$ cat config.mk
export PLATFORM = sky130hd
export DESIGN_NAME = load_store_unit_flat
export DESIGN_NICKNAME = d
export VERILOG_FILES = /design/src/rtl/load_store_unit_if.sv /design/src/rtl/load_store_unit.sv /design/src/flat_wrapper.sv
export SDC_FILE = /design/constraint.sdc
export NUM_CORES = 1
export LEC_CHECK = 0
export CAP_MARGIN = 20
export CELL_PAD_IN_SITES_DETAIL_PLACEMENT = 0
export CELL_PAD_IN_SITES_GLOBAL_PLACEMENT = 1
export CORE_ASPECT_RATIO = 0.6
export CORE_MARGIN = 4
export CORE_UTILIZATION = 33
export DETAILED_ROUTE_END_ITERATION = 10
export GPL_TIMING_DRIVEN = 0
export PLACE_DENSITY = 0.9
export SETUP_SLACK_MARGIN = 0.2
export SYNTH_ARGS = -nofsm -noshare
export SYNTH_HDL_FRONTEND = slang
export SYNTH_SLANG_ARGS = --single-unit
$ cat constraint.sdc
create_clock -name clock -period 5.05 [get_ports clock]
set_input_delay 0.7575 -clock clock [delete_from_list [all_inputs] [get_ports clock]]
set_output_delay 0.7575 -clock clock [all_outputs]
set_load 0.1 [all_outputs]
$ cat src/rtl/load_store_unit_if.sv
// Bus bundle between the MEM stage, the load/store unit and data memory.
// The load/store unit is the master: it consumes the CPU request and
// initiates the memory transaction. The slave view is the environment.
interface load_store_unit_if #(
    parameter int ADDR_W = 32
);
    // CPU side
    logic              cpu_valid;
    logic              cpu_memRead;
    logic              cpu_memWrite;
    logic [1:0]        cpu_size;
    logic              cpu_unsigned;
    logic [ADDR_W-1:0] cpu_addr;
    logic [31:0]       cpu_writeData;
    logic              cpu_busy;
    logic              cpu_done;
    logic [31:0]       cpu_readData;
    logic              cpu_fault;
    logic [1:0]        cpu_faultCode;
    // Memory side
    logic [ADDR_W-1:0] mem_addr;
    logic [31:0]       mem_writeData;
    logic [3:0]        mem_byteEnable;
    logic              mem_read;
    logic              mem_write;
    logic [31:0]       mem_readData;
    logic              mem_ready;

    modport master (
        input  cpu_valid, cpu_memRead, cpu_memWrite, cpu_size, cpu_unsigned,
               cpu_addr, cpu_writeData, mem_readData, mem_ready,
        output cpu_busy, cpu_done, cpu_readData, cpu_fault, cpu_faultCode,
               mem_addr, mem_writeData, mem_byteEnable, mem_read, mem_write
    );

    modport slave (
        output cpu_valid, cpu_memRead, cpu_memWrite, cpu_size, cpu_unsigned,
               cpu_addr, cpu_writeData, mem_readData, mem_ready,
        input  cpu_busy, cpu_done, cpu_readData, cpu_fault, cpu_faultCode,
               mem_addr, mem_writeData, mem_byteEnable, mem_read, mem_write
    );
endinterface

$ cat src/rtl/load_store_unit.sv
// Load/store unit: accepts one load or store from the MEM stage, checks
// legality and alignment, issues a word-addressed byte-enabled request to
// data memory, and returns extended load data. A watchdog turns a missing
// mem_ready into a timeout fault.
module load_store_unit #(
    parameter int ADDR_W  = 32,
    parameter int TIMEOUT = 16
) (
    input logic               clock,
    input logic               reset,
    load_store_unit_if.master bus
);
    localparam int CNT_W = $clog2(TIMEOUT);
    localparam logic [CNT_W-1:0] LAST = CNT_W'(TIMEOUT - 1);

    localparam logic [1:0] CODE_MISALIGNED = 2'b01;
    localparam logic [1:0] CODE_TIMEOUT    = 2'b10;
    localparam logic [1:0] CODE_ILLEGAL    = 2'b11;

    typedef enum logic {
        IDLE,
        ACCESS
    } state_t;

    state_t state;
    state_t state_next;

    logic [CNT_W-1:0] count;
    logic             op_read;
    logic [1:0]       op_size;
    logic             op_unsigned;
    logic [1:0]       op_lane;

    logic             accept;
    logic             complete;
    logic             expire;
    logic             fault;
    logic [1:0]       fault_code;
    logic             illegal;
    logic             misaligned;

    function automatic logic [3:0] lane_enable(input logic [1:0] size, input logic [1:0] lane);
        case (size)
            2'b00:   return 4'b0001 << lane;
            2'b01:   return 4'b0011 << lane;
            default: return 4'b1111;
        endcase
    endfunction

    function automatic logic [31:0] replicate(input logic [1:0] size, input logic [31:0] data);
        case (size)
            2'b00:   return {4{data[7:0]}};
            2'b01:   return {2{data[15:0]}};
            default: return data;
        endcase
    endfunction

    // The selected lane is shifted down to bit 0 before extension.
    function automatic logic [31:0] extract(input logic [31:0] word, input logic [1:0] size,
                                            input logic [1:0] lane, input logic zero_ext);
        logic [31:0] shifted;
        shifted = word >> {lane, 3'b000};
        case (size)
            2'b00:   return zero_ext ? {24'b0, shifted[7:0]} : {{24{shifted[7]}}, shifted[7:0]};
            2'b01:   return zero_ext ? {16'b0, shifted[15:0]} : {{16{shifted[15]}}, shifted[15:0]};
            default: return word;
        endcase
    endfunction

    assign illegal    = (bus.cpu_memRead == bus.cpu_memWrite) || (bus.cpu_size == 2'b11);
    assign misaligned = ((bus.cpu_size == 2'b01) && bus.cpu_addr[0]) ||
                        ((bus.cpu_size == 2'b10) && (bus.cpu_addr[1:0] != 2'b00));

    assign bus.cpu_busy = (state == ACCESS);

    // State register
    always_ff @(posedge clock or posedge reset) begin
        if (reset) begin
            state <= IDLE;
        end else begin
            state <= state_next;
        end
    end

    // Next-state decode: classify the IDLE request, watch for ready or expiry in ACCESS
    always_comb begin
        state_next = state;
        accept     = 1'b0;
        complete   = 1'b0;
        expire     = 1'b0;
        fault      = 1'b0;
        fault_code = 2'b00;
        case (state)
            IDLE: begin
                if (bus.cpu_valid) begin
                    if (illegal) begin
                        fault      = 1'b1;
                        fault_code = CODE_ILLEGAL;
                    end else if (misaligned) begin
                        fault      = 1'b1;
                        fault_code = CODE_MISALIGNED;
                    end else begin
                        accept     = 1'b1;
                        state_next = ACCESS;
                    end
                end
            end
            ACCESS: begin
                // A ready in the final watchdog cycle still completes normally.
                if (bus.mem_ready) begin
                    complete   = 1'b1;
                    state_next = IDLE;
                end else if (count == LAST) begin
                    expire     = 1'b1;
                    fault      = 1'b1;
                    fault_code = CODE_TIMEOUT;
                    state_next = IDLE;
                end
            end
            default: state_next = IDLE;
        endcase
    end

    // Registered bus outputs, latched op fields, watchdog counter and CPU results
    always_ff @(posedge clock or posedge reset) begin
        if (reset) begin
            bus.mem_addr       <= '0;
            bus.mem_writeData  <= '0;
            bus.mem_byteEnable <= '0;
            bus.mem_read       <= 1'b0;
            bus.mem_write      <= 1'b0;
            bus.cpu_done       <= 1'b0;
            bus.cpu_fault      <= 1'b0;
            bus.cpu_faultCode  <= '0;
            bus.cpu_readData   <= '0;
            count              <= '0;
            op_read            <= 1'b0;
            op_size            <= '0;
            op_unsigned        <= 1'b0;
            op_lane            <= '0;
        end else begin
            bus.cpu_done  <= complete;
            bus.cpu_fault <= fault;
            if (fault) begin
                bus.cpu_faultCode <= fault_code;
            end
            if (accept) begin
                bus.mem_addr       <= {bus.cpu_addr[ADDR_W-1:2], 2'b00};
                bus.mem_byteEnable <= lane_enable(bus.cpu_size, bus.cpu_addr[1:0]);
                bus.mem_writeData  <= replicate(bus.cpu_size, bus.cpu_writeData);
                bus.mem_read       <= bus.cpu_memRead;
                bus.mem_write      <= bus.cpu_memWrite;
                op_read            <= bus.cpu_memRead;
                op_size            <= bus.cpu_size;
                op_unsigned        <= bus.cpu_unsigned;
                op_lane            <= bus.cpu_addr[1:0];
                count              <= '0;
            end else if (complete || expire) begin
                bus.mem_addr       <= '0;
                bus.mem_byteEnable <= '0;
                bus.mem_writeData  <= '0;
                bus.mem_read       <= 1'b0;
                bus.mem_write      <= 1'b0;
                count              <= '0;
                if (complete && op_read) begin
                    bus.cpu_readData <= extract(bus.mem_readData, op_size, op_lane, op_unsigned);
                end
            end else if (state == ACCESS) begin
                count <= count + 1'b1;
            end
        end
    end
endmodule

$ cat src/flat_wrapper.sv
// flat-port wrapper written by rule: the top's interface ports become plain ports
module load_store_unit_flat 
#(
    parameter int ADDR_W  = 32,
    parameter int TIMEOUT = 16
)
  (clock, reset, bus_cpu_valid, bus_cpu_memRead, bus_cpu_memWrite, bus_cpu_size, bus_cpu_unsigned, bus_cpu_addr, bus_cpu_writeData, bus_mem_readData, bus_mem_ready, bus_cpu_busy, bus_cpu_done, bus_cpu_readData, bus_cpu_fault, bus_cpu_faultCode, bus_mem_addr, bus_mem_writeData, bus_mem_byteEnable, bus_mem_read, bus_mem_write);
  load_store_unit_if #(.ADDR_W(ADDR_W)) bus_i ();
  input logic clock;
  input logic reset;
  input wire logic [$bits(bus_i.cpu_valid)-1:0] bus_cpu_valid;
  input wire logic [$bits(bus_i.cpu_memRead)-1:0] bus_cpu_memRead;
  input wire logic [$bits(bus_i.cpu_memWrite)-1:0] bus_cpu_memWrite;
  input wire logic [$bits(bus_i.cpu_size)-1:0] bus_cpu_size;
  input wire logic [$bits(bus_i.cpu_unsigned)-1:0] bus_cpu_unsigned;
  input wire logic [$bits(bus_i.cpu_addr)-1:0] bus_cpu_addr;
  input wire logic [$bits(bus_i.cpu_writeData)-1:0] bus_cpu_writeData;
  input wire logic [$bits(bus_i.mem_readData)-1:0] bus_mem_readData;
  input wire logic [$bits(bus_i.mem_ready)-1:0] bus_mem_ready;
  output wire logic [$bits(bus_i.cpu_busy)-1:0] bus_cpu_busy;
  output wire logic [$bits(bus_i.cpu_done)-1:0] bus_cpu_done;
  output wire logic [$bits(bus_i.cpu_readData)-1:0] bus_cpu_readData;
  output wire logic [$bits(bus_i.cpu_fault)-1:0] bus_cpu_fault;
  output wire logic [$bits(bus_i.cpu_faultCode)-1:0] bus_cpu_faultCode;
  output wire logic [$bits(bus_i.mem_addr)-1:0] bus_mem_addr;
  output wire logic [$bits(bus_i.mem_writeData)-1:0] bus_mem_writeData;
  output wire logic [$bits(bus_i.mem_byteEnable)-1:0] bus_mem_byteEnable;
  output wire logic [$bits(bus_i.mem_read)-1:0] bus_mem_read;
  output wire logic [$bits(bus_i.mem_write)-1:0] bus_mem_write;
  assign bus_i.cpu_valid = bus_cpu_valid;
  assign bus_i.cpu_memRead = bus_cpu_memRead;
  assign bus_i.cpu_memWrite = bus_cpu_memWrite;
  assign bus_i.cpu_size = bus_cpu_size;
  assign bus_i.cpu_unsigned = bus_cpu_unsigned;
  assign bus_i.cpu_addr = bus_cpu_addr;
  assign bus_i.cpu_writeData = bus_cpu_writeData;
  assign bus_i.mem_readData = bus_mem_readData;
  assign bus_i.mem_ready = bus_mem_ready;
  assign bus_cpu_busy = bus_i.cpu_busy;
  assign bus_cpu_done = bus_i.cpu_done;
  assign bus_cpu_readData = bus_i.cpu_readData;
  assign bus_cpu_fault = bus_i.cpu_fault;
  assign bus_cpu_faultCode = bus_i.cpu_faultCode;
  assign bus_mem_addr = bus_i.mem_addr;
  assign bus_mem_writeData = bus_i.mem_writeData;
  assign bus_mem_byteEnable = bus_i.mem_byteEnable;
  assign bus_mem_read = bus_i.mem_read;
  assign bus_mem_write = bus_i.mem_write;
  load_store_unit #(.ADDR_W(ADDR_W), .TIMEOUT(TIMEOUT)) u_core (.clock(clock), .reset(reset), .bus(bus_i));
endmodule
==> summary.md, run 1 <==
| Metric | Value |
|---|---|
| Status | `finished, final reports clean` |
| CTS sink cnt | `between 100 and 150` |
| Cells resized by post-CTS repair | `0` |
| Kind of cell adding the most delay to the critical path | `buffers and inverters` |
| Number of enable flip-flop cells after synthesis | `0` |
| Global route overflow | `0` |
| Hold violation count in the final report | `0` |
| Final standard cell count with taps included and fillers excluded | `1067` |
| Reg2Reg Depth | `6` |
| Crit Reg-Reg Endpoint | `u_core.bus.mem_writeData[17]` |
| Synthesis-to-layout area growth | `54.1%` |
| R2R Path Start | `u_core.count[0]` |
| Die Y-Extent | `109 µm` |
| Capturing element of the worst setup path | `bus_mem_writeData[1]` |
| Clock period minus final worst setup slack | `2.71 ns` |
| Post-synth design cell area | `~0.0057 mm²` |
| TritonCTS clock tree | `built` |
| Worst path required time | `4.29 ns` |
| Worst ir drop on vdd | `0.000326 V` |
| Post-route DRC violation count | `0` |
| Number of antenna violations at the first check in global routing | `1` |
| Longest individual stage delay on the worst path | `1.19 ns` |
| Core ar. | `0.0165 mm²` |
| TritonCTS buffer count | `17` |
| Final critical-path share of the clock period | `between 50 and 60%` |
| Maximum clock frequency | `0.369 GHz` |
| Input/output buffers | `208` |
| Area leader, netlist | `sky130_fd_sc_hd__dfrtp_1` |
| Async set or reset register ratio after synthesis | `100%` |
| Design Area, Final | `approximately 0.0087 mm²` |
| Leak | `between 3 and 4 nW` |
| Actual transition at the worst max-transition pin | `1.04 ns` |
| Number of slew-limit violations in the final report | `0` |
| Global-route wire length before repair | `32100 µm` |
| Stages on the worst setup path | `1` |
| Root cell of the clock tree | `sky130_fd_sc_hd__clkbuf_16` |
| Mean instance size in the synthesized netlist | `9.48 µm²` |
| Number of global-route vias before repair | `5578` |
| CTS HTree Levels | `4` |
| Number of cell rows | `36` |
| GR Util All Layers | `21.5%` |
| Wire per inst | `19.3 µm` |
| Utilization of the core after routing | `52.7%` |
| Clock-pin slew reported for the worst setup and hold paths after clock tree synthesis | `0.06 ns` |
| Register area share after synthesis | `50.9%` |
| Total area of multi-input combinational cells | `about 0.0024 mm²` |
| CP max stage cell | `sky130_fd_sc_hd__clkdlybuf4s50_1` |
| RSZ-0062 raised after global routing | `false` |
| Top cell type's share of synthesized area | `about half` |
| Number of inserted filler cells in the final layout | `1550` |
| Relative slew slack | `30.3%` |
| Detailed placer's ending HPWL | `15600 µm` |
| Dominant synthesized flop cell | `sky130_fd_sc_hd__dfrtp_1` |
| Critical path buffers and inverters | `1` |
| Last weighted congestion value of the routability-driven placer | `0.897` |
| Number of nets still failing antenna checks after routing | `0` |
| Most used cells in the layout excluding fill and tap cells | `208 x sky130_fd_sc_hd__clkdlybuf4s50_1, 115 x sky130_fd_sc_hd__dfrtp_1, 83 x sky130_fd_sc_hd__o21ai_0, 68 x sky130_fd_sc_hd__o211ai_1, 44 x sky130_fd_sc_hd__nand2_1` |
| Sequential cell area in the final layout | `0.00288 mm²` |
| Number of nets in the finished design | `932` |
| Max FO, Critical Path | `2` |
| Number of detailed-route iterations in the first pass | `5` |
| List of cells traversed by the critical path | `clkdlybuf4s50_1` |
| Timing startpoint of the critical path | `u_core.bus.mem_writeData[1]` |
| YS warnings | `0` |
| Initial Util | `about a third` |
| Setup total negative slack | `0 ns` |
| # IOs | `212` |
| Fraction of layout instances using a drive strength above 1 | `6.91%` |
| Top post-synthesis cells by area | `sky130_fd_sc_hd__dfrtp_1 51%, sky130_fd_sc_hd__o211ai_1 9.0%, sky130_fd_sc_hd__o21ai_0 7.3%, sky130_fd_sc_hd__mux2i_1 6.2%, sky130_fd_sc_hd__inv_1 2.9%` |
| Horizontal extent of the die | `177 µm` |
| Number of hold buffers added after cts | `0` |
| Placed cell areas | `0.00806 mm²` |
| Violation count after the first detailed-route iteration | `444` |
| Most common library cell in the layout ignoring fill and taps | `sky130_fd_sc_hd__clkdlybuf4s50_1` |
| Antenna diode instance count | `0` |
| Sort of element at the start of the critical path | `register` |
| Aggregate routed wire length | `20500 µm` |
| Die footprint | `0.0194 mm²` |
| Synthesized flop and latch total | `115` |
| Worst setup path class | `register to output port` |
| Final Setup Violations | `0` |
| Power density cells | `689 mW/mm²` |
| Vias per cell | `5.11` |
| Buffers from clock root to sink, at most | `2` |
| Post-Synthesis Cells | `a little under 600` |
| Worst clock skew | `0.0117 ns` |
| Count of vias placed by the detailed router | `between 5000 and 6000` |
| Placed Cells incl. Taps | `1035` |
| R2R setup slack | `~2.7 ns` |
| Largest net degree at the start of global routing | `86` |
| Worst-Skew Late Latency | `roughly 0.40 ns` |
| Tightest Hold Check Type | `register to register` |
| Maximum Capacitance Violations | `0` |
| Category of the worst setup path capture point | `output port` |
| Setup Buffers After CTS | `0` |
| Number of unique standard cell types used by synthesis | `a little over 40` |
| CP arrival | `1.95 ns` |
## metal layers
metal	track usage [%]	share of wire, %	up-vias
met5	0	0.058	-
met4	5.41	1.2	2
met3	7.59	10	19
met2	28.8	40	225
met1	32.7	49	2629
li1	-	-	2577
## metrics by stage
step,total power [mW],setup WS (ns),hold WS (ns)
CTS,6.04,2.33,0.484
global route,6.26,2.29,0.504
finish,6.00,2.34,0.476
detailed placement,4.68,2.00,0.469
floorplan,3.81,1.25,0.491
global placement,4.66,-0.601,0.465
## worst min-delay path: stages, from the launching register on
cell,delay [ns]
sky130_fd_sc_hd__dfrtp_1,0.34
sky130_fd_sc_hd__nand2_1,0.05
sky130_fd_sc_hd__o21ai_0,0.06
## flip-flops by register name (all words and copies together) (netlist names)
signal	count
u_core.op_size	2
u_core.bus.cpu_fault	1
u_core.op_lane	2
u_core.bus.mem_read	1
u_core.bus.cpu_readData	32
u_core.bus.mem_write	1
u_core.op_unsigned	1
u_core.bus.mem_writeData	32
u_core.bus.mem_addr	30
u_core.bus.cpu_faultCode	2
u_core.bus.cpu_done	1
u_core.count	4
u_core.bus.cpu_busy	1
u_core.bus.mem_byteEnable	4
u_core.op_read	1
## power breakdown
part / internal (mW) / total (mW) / switching, mW
Clock: 0.882 / 1.33 / 0.451
Sequential: 1.21 / 1.38 / 0.172
Combinational: 0.766 / 3.29 / 2.53
Total: 2.85 / 6.00 / 3.15
## layout make-up
class,instances,share of cell area (%)
sequential,115,33.0
multi-input combinational,383,27.0
buffer,56,3.03
timing repair buffer,209,24.2
inverter,44,1.95
clock buffer,21,5.51
tap,228,3.27
clock inverter,11,2.00
## logic make-up (layout without fill, tap and decap cells)
family,after synthesis,in the layout,synth area share (%)
AOI/OAI and AO/OA,211,211,23.1
and+or+nand+nor,127,127,10.6
DFF,115,115,50.9
buffers and inverters,100,341,7.59
muxes,38,38,6.92
xor gates and xnor gates,4,4,0.619
adders and majority gates,1,1,0.221
other,1,2,0.0663
## cell usage after synthesis (2+ instances only)
library cell                count
sky130_fd_sc_hd__o21a_1         3
sky130_fd_sc_hd__buf_4          3
sky130_fd_sc_hd__buf_1          2
sky130_fd_sc_hd__a21o_1         8
sky130_fd_sc_hd__nor2b_1        2
sky130_fd_sc_hd__nand2_1       44
sky130_fd_sc_hd__nand3_1       33
sky130_fd_sc_hd__o211ai_1      68
sky130_fd_sc_hd__xnor2_1        3
sky130_fd_sc_hd__mux2i_1       35
sky130_fd_sc_hd__dfrtp_1      115
sky130_fd_sc_hd__nand3b_1       3
sky130_fd_sc_hd__nor2_1        26
sky130_fd_sc_hd__clkbuf_1      37
sky130_fd_sc_hd__and3_1         7
sky130_fd_sc_hd__a2bb2oi_1      8
sky130_fd_sc_hd__o21ai_0       83
sky130_fd_sc_hd__inv_1         44
sky130_fd_sc_hd__o22ai_1        7
sky130_fd_sc_hd__nand4_1        2
sky130_fd_sc_hd__mux2_4         2
sky130_fd_sc_hd__nor3_1         2
sky130_fd_sc_hd__buf_2          8
sky130_fd_sc_hd__buf_6          4
sky130_fd_sc_hd__nand2b_1       3
sky130_fd_sc_hd__a21oi_1       18
sky130_fd_sc_hd__clkbuf_2       2
sky130_fd_sc_hd__o21ai_1       12
## worst min path at each step
stage	start	endpoint	slack, ns	depth (start not counted)
finish	u_core.bus.cpu_readData[1]	u_core.bus.cpu_readData[1]	0.48	2
detailed placement	u_core.bus.cpu_faultCode[1]	u_core.bus.cpu_faultCode[1]	0.47	1
global placement	u_core.bus.cpu_faultCode[1]	u_core.bus.cpu_faultCode[1]	0.47	1
global route	u_core.bus.cpu_faultCode[1]	u_core.bus.cpu_faultCode[1]	0.50	1
CTS	u_core.bus.cpu_faultCode[1]	u_core.bus.cpu_faultCode[1]	0.48	1
floorplan	u_core.op_read	u_core.op_read	0.49	2
Power figures use the tool's default switching activity.
==> inputs of run 2 (changes only) <==
==> constraint.sdc (replaced) <==
create_clock -name clock -period 2.65 [get_ports clock]
set_input_delay 0.3975 -clock clock [delete_from_list [all_inputs] [get_ports clock]]
set_output_delay 0.3975 -clock clock [all_outputs]
set_load 0.1 [all_outputs]
==> run 2 against run 1 <==
  * Clock skew shrank 0.0016 ns
  * Non-clock buffer count up 2
  * Sequential cell count unchanged
  * Largest cell class unchanged
  * Highest routed layer is now met4
==> summary.md, run 2 (synthesis results as in run 1) <==
| Metric | Value |
|---|---|
| Status | `finished, final reports clean` |
| Final Setup Violations | `0 (unchanged)` |
| Number of slew-limit violations in the final report | `0 (unchanged)` |
| Most common library cell in the layout ignoring fill and taps | `sky130_fd_sc_hd__clkdlybuf4s50_1` |
| Tightest Hold Check Type | `primary input to async pin` |
| Kind of cell adding the most delay to the critical path | `buffers and inverters` |
| Worst clock skew | `0.0101 ns (-0.00158 ns)` |
| Part of the power in registers | `23.4% (+0.4 points)` |
| Die Y-Extent | `109 µm (unchanged)` |
| List of cells traversed by the critical path | `clkdlybuf4s50_1` |
| Number of hold buffers added after cts | `0 (unchanged)` |
| Clock-pin slew reported for the worst setup and hold paths after clock tree synthesis | `0.06 ns (about the same)` |
| Actual transition at the worst max-transition pin | `1.05 ns (+0.00735 ns)` |
| Hold violation count in the final report | `0 (unchanged)` |
| Number of cell rows | `36 (unchanged)` |
| Number of global-route vias before repair | `5465 (-2.0%)` |
| Fraction of layout instances using a drive strength above 1 | `7.25% (+0.34 points)` |
| CTS HTree Levels | `4 (unchanged)` |
| Max FO, Critical Path | `2 (unchanged)` |
| Most used cells in the layout excluding fill and tap cells | `208 x sky130_fd_sc_hd__clkdlybuf4s50_1, 115 x sky130_fd_sc_hd__dfrtp_1, 83 x sky130_fd_sc_hd__o21ai_0, 68 x sky130_fd_sc_hd__o211ai_1, 44 x sky130_fd_sc_hd__nand2_1` |
| Relative slew slack | `29.8% (-0.49 points)` |
| Maximum Capacitance Violations | `0 (unchanged)` |
| Longest individual stage delay on the worst path | `1.16 ns (-0.03 ns)` |
| Crit Reg-Reg Endpoint | `u_core.bus.cpu_readData[20]` |
| Die footprint | `0.0194 mm² (unchanged)` |
| TritonCTS buffer count | `17 (unchanged)` |
| Worst ir drop on vdd | `0.000602 V (+85%)` |
| Clk pwr share | `20.7% (-1.5 points)` |
| Worst-Skew Late Latency | `0.41 ns (about the same)` |
| Critical path buffers and inverters | `1 (unchanged)` |
| Global-route wire length before repair | `31400 µm (-2.1%)` |
| Leak | `3.83 nW (-0.60%)` |
| Largest net degree at the start of global routing | `39 (-55%)` |
| Category of the worst setup path capture point | `output port` |
| Worst setup path class | `register to output port` |
| Root cell of the clock tree | `sky130_fd_sc_hd__clkbuf_16` |
| Design Area, Final | `0.00870 mm² (-0.20%)` |
| Input/output buffers | `208 (unchanged)` |
| Wire per inst | `19.4 µm (+0.60%)` |
| Violation count after the first detailed-route iteration | `342 (-23%)` |
| Number of inserted filler cells in the final layout | `1543 (-0.45%)` |
| Horizontal extent of the die | `177 µm (unchanged)` |
| Number of detailed-route iterations in the first pass | `5 (unchanged)` |
| Antenna diode instance count | `0 (unchanged)` |
| Final critical-path share of the clock period | `89.3%` |
| CP max stage cell | `sky130_fd_sc_hd__clkdlybuf4s50_1` |
| TritonCTS clock tree | `built` |
| # IOs | `212 (unchanged)` |
| Placed cell areas | `0.00809 mm² (+0.39%)` |
| R2R setup slack | `0.53 ns (-2.15 ns)` |
| GR Util All Layers | `21.3% (-0.25 points)` |
| Reg2Reg Depth | `6 (unchanged)` |
| Sort of element at the start of the critical path | `register` |
| Vias per cell | `5.06 (-0.90%)` |
| RSZ-0062 raised after global routing | `false` |
| Number of nets still failing antenna checks after routing | `0 (unchanged)` |
| Power share of the combinational group | `55.9% (+1.1 points)` |
| Clock period minus final worst setup slack | `2.37 ns` |
| Synthesis-to-layout area growth | `53.7%` |
| Worst hold slack after final layout | `0.395 ns (-0.0809 ns)` |
| CTS sink cnt | `115 (unchanged)` |
| Setup Buffers After CTS | `0 (unchanged)` |
| Number of nets in the finished design | `934 (+0.21%)` |
| Buffers from clock root to sink, at most | `2 (unchanged)` |
| Maximum clock frequency | `between 0.4 and 0.5 GHz` |
| Initial Util | `34.2% (unchanged)` |
| CP arrival | `1.97 ns (+0.02 ns)` |
| Number of antenna violations at the first check in global routing | `0 (-1)` |
| R2R Path Start | `u_core.bus.cpu_busy` |
| Last weighted congestion value of the routability-driven placer | `0.892 (-0.52%)` |
| Global route overflow | `0 (unchanged)` |
| Cells resized by post-CTS repair | `0 (unchanged)` |
| Power density cells | `1290 mW/mm² (+88%)` |
| Post-route DRC violation count | `0 (unchanged)` |
| Int Power | `5.18 mW (+82%)` |
| Registers with the most flip-flops | `u_core.bus.cpu_readData: 32 flops, u_core.bus.mem_writeData: 32 flops, u_core.bus.mem_addr: 30 flops` |
| Detailed placer's ending HPWL | `16000 µm (+2.6%)` |
| Core ar. | `0.0165 mm² (unchanged)` |
| Count of vias placed by the detailed router | `5413 (-0.72%)` |
| Aggregate routed wire length | `20700 µm (+0.79%)` |
| Worst path required time | `2.25 ns (-2.04 ns)` |
| Power spent charging and discharging nets | `6.07 mW (+93%)` |
| Share of total power consumed by net switching | `53.9% (+1.5 points)` |
[run 2: cell count changes in the layout (fill, tap and decap cells not counted), sizes merged]
cell / before / now
inv: 45 / 46
clkbuf: 60 / 57
clkinvlp: 3 / 6
buf: 18 / 20
bufinv: 4 / 2
clkinv: 3 / 4
[run 2: worst reg2reg max path, cell delays in order, from the launching register on]
cell and delay [ns]:
sky130_fd_sc_hd__dfrtp_1 0.39, sky130_fd_sc_hd__buf_2 0.24, sky130_fd_sc_hd__nand3_1 0.28, sky130_fd_sc_hd__nor3_1 0.24, sky130_fd_sc_hd__nand4_1 0.37, sky130_fd_sc_hd__clkbuf_1 0.37
sky130_fd_sc_hd__nand3_1 0.16
[run 2: per-layer routing]
layer | vias up | GRT usage, % | share of wire [%]
met3 | 16 | 8.28 | 10
met2 | 225 | 29.3 | 41
li1 | 2585 | - | -
met1 | 2587 | 31.6 | 48
met5 | - | 0 | 0
met4 | 0 | 4.30 | 0.99
[run 2: area by class of cell]
class	count	area [µm²]	share of cell area [%]
Sequential cell	115	2880	33.1
Clock buffer	18	439	5.05
Timing Repair Buffer	211	2140	24.6
Inverter	44	169	1.94
Multi-Input combinational cell	383	2360	27.2
Buffer	56	264	3.04
Tap cell	228	285	3.28
Clock inverter	14	155	1.78
[run 2: worst max-delay path by stage]
| stage | startpoint | end | slack, ns | depth (start not counted) |
|---|---|---|---|---|
| global placement | reset | u_core.bus.mem_addr[31] | -0.36 | 2 |
| global route | u_core.bus.cpu_busy | bus_cpu_busy | 0.23 | 1 |
| CTS | u_core.bus.mem_writeData[10] | bus_mem_writeData[10] | 0.26 | 1 |
| detailed placement | bus_cpu_size[1] | u_core.bus.mem_write | -0.04 | 7 |
| floorplan | u_core.bus.cpu_busy | u_core.bus.cpu_readData[16] | 0.48 | 6 |
| finish | u_core.bus.mem_writeData[10] | bus_mem_writeData[10] | 0.28 | 1 |
[run 2: power by group through the flow]
stage               combinational [mW]  clock (mW)  sequential (mW)
floorplan                         1.02           0             6.24
global placement                  6.24           0             2.64
detailed placement                6.29           0             2.65
CTS                               6.30        2.37             2.64
global route                      6.54        2.44             2.70
finish                            6.29        2.33             2.63
[run 2: stage by stage]
step | setup slack, ns | total power, mW | setup TNS (ns) | util (%) | cells
2_1_floorplan | 0.480 | 7.25 | 0 | - | 598
3_3_place_gp | -0.361 | 8.88 | -39.93 | 48.6 | 1034
3_5_place_dp | -0.0418 | 8.94 | -0.219 | 48.9 | 1037
4_1_cts | 0.264 | 11.3 | 0 | 52.5 | 1069
5_1_grt | 0.234 | 11.7 | 0 | 52.6 | 1069
6_report | 0.283 | 11.2 | 0 | 52.6 | 1069
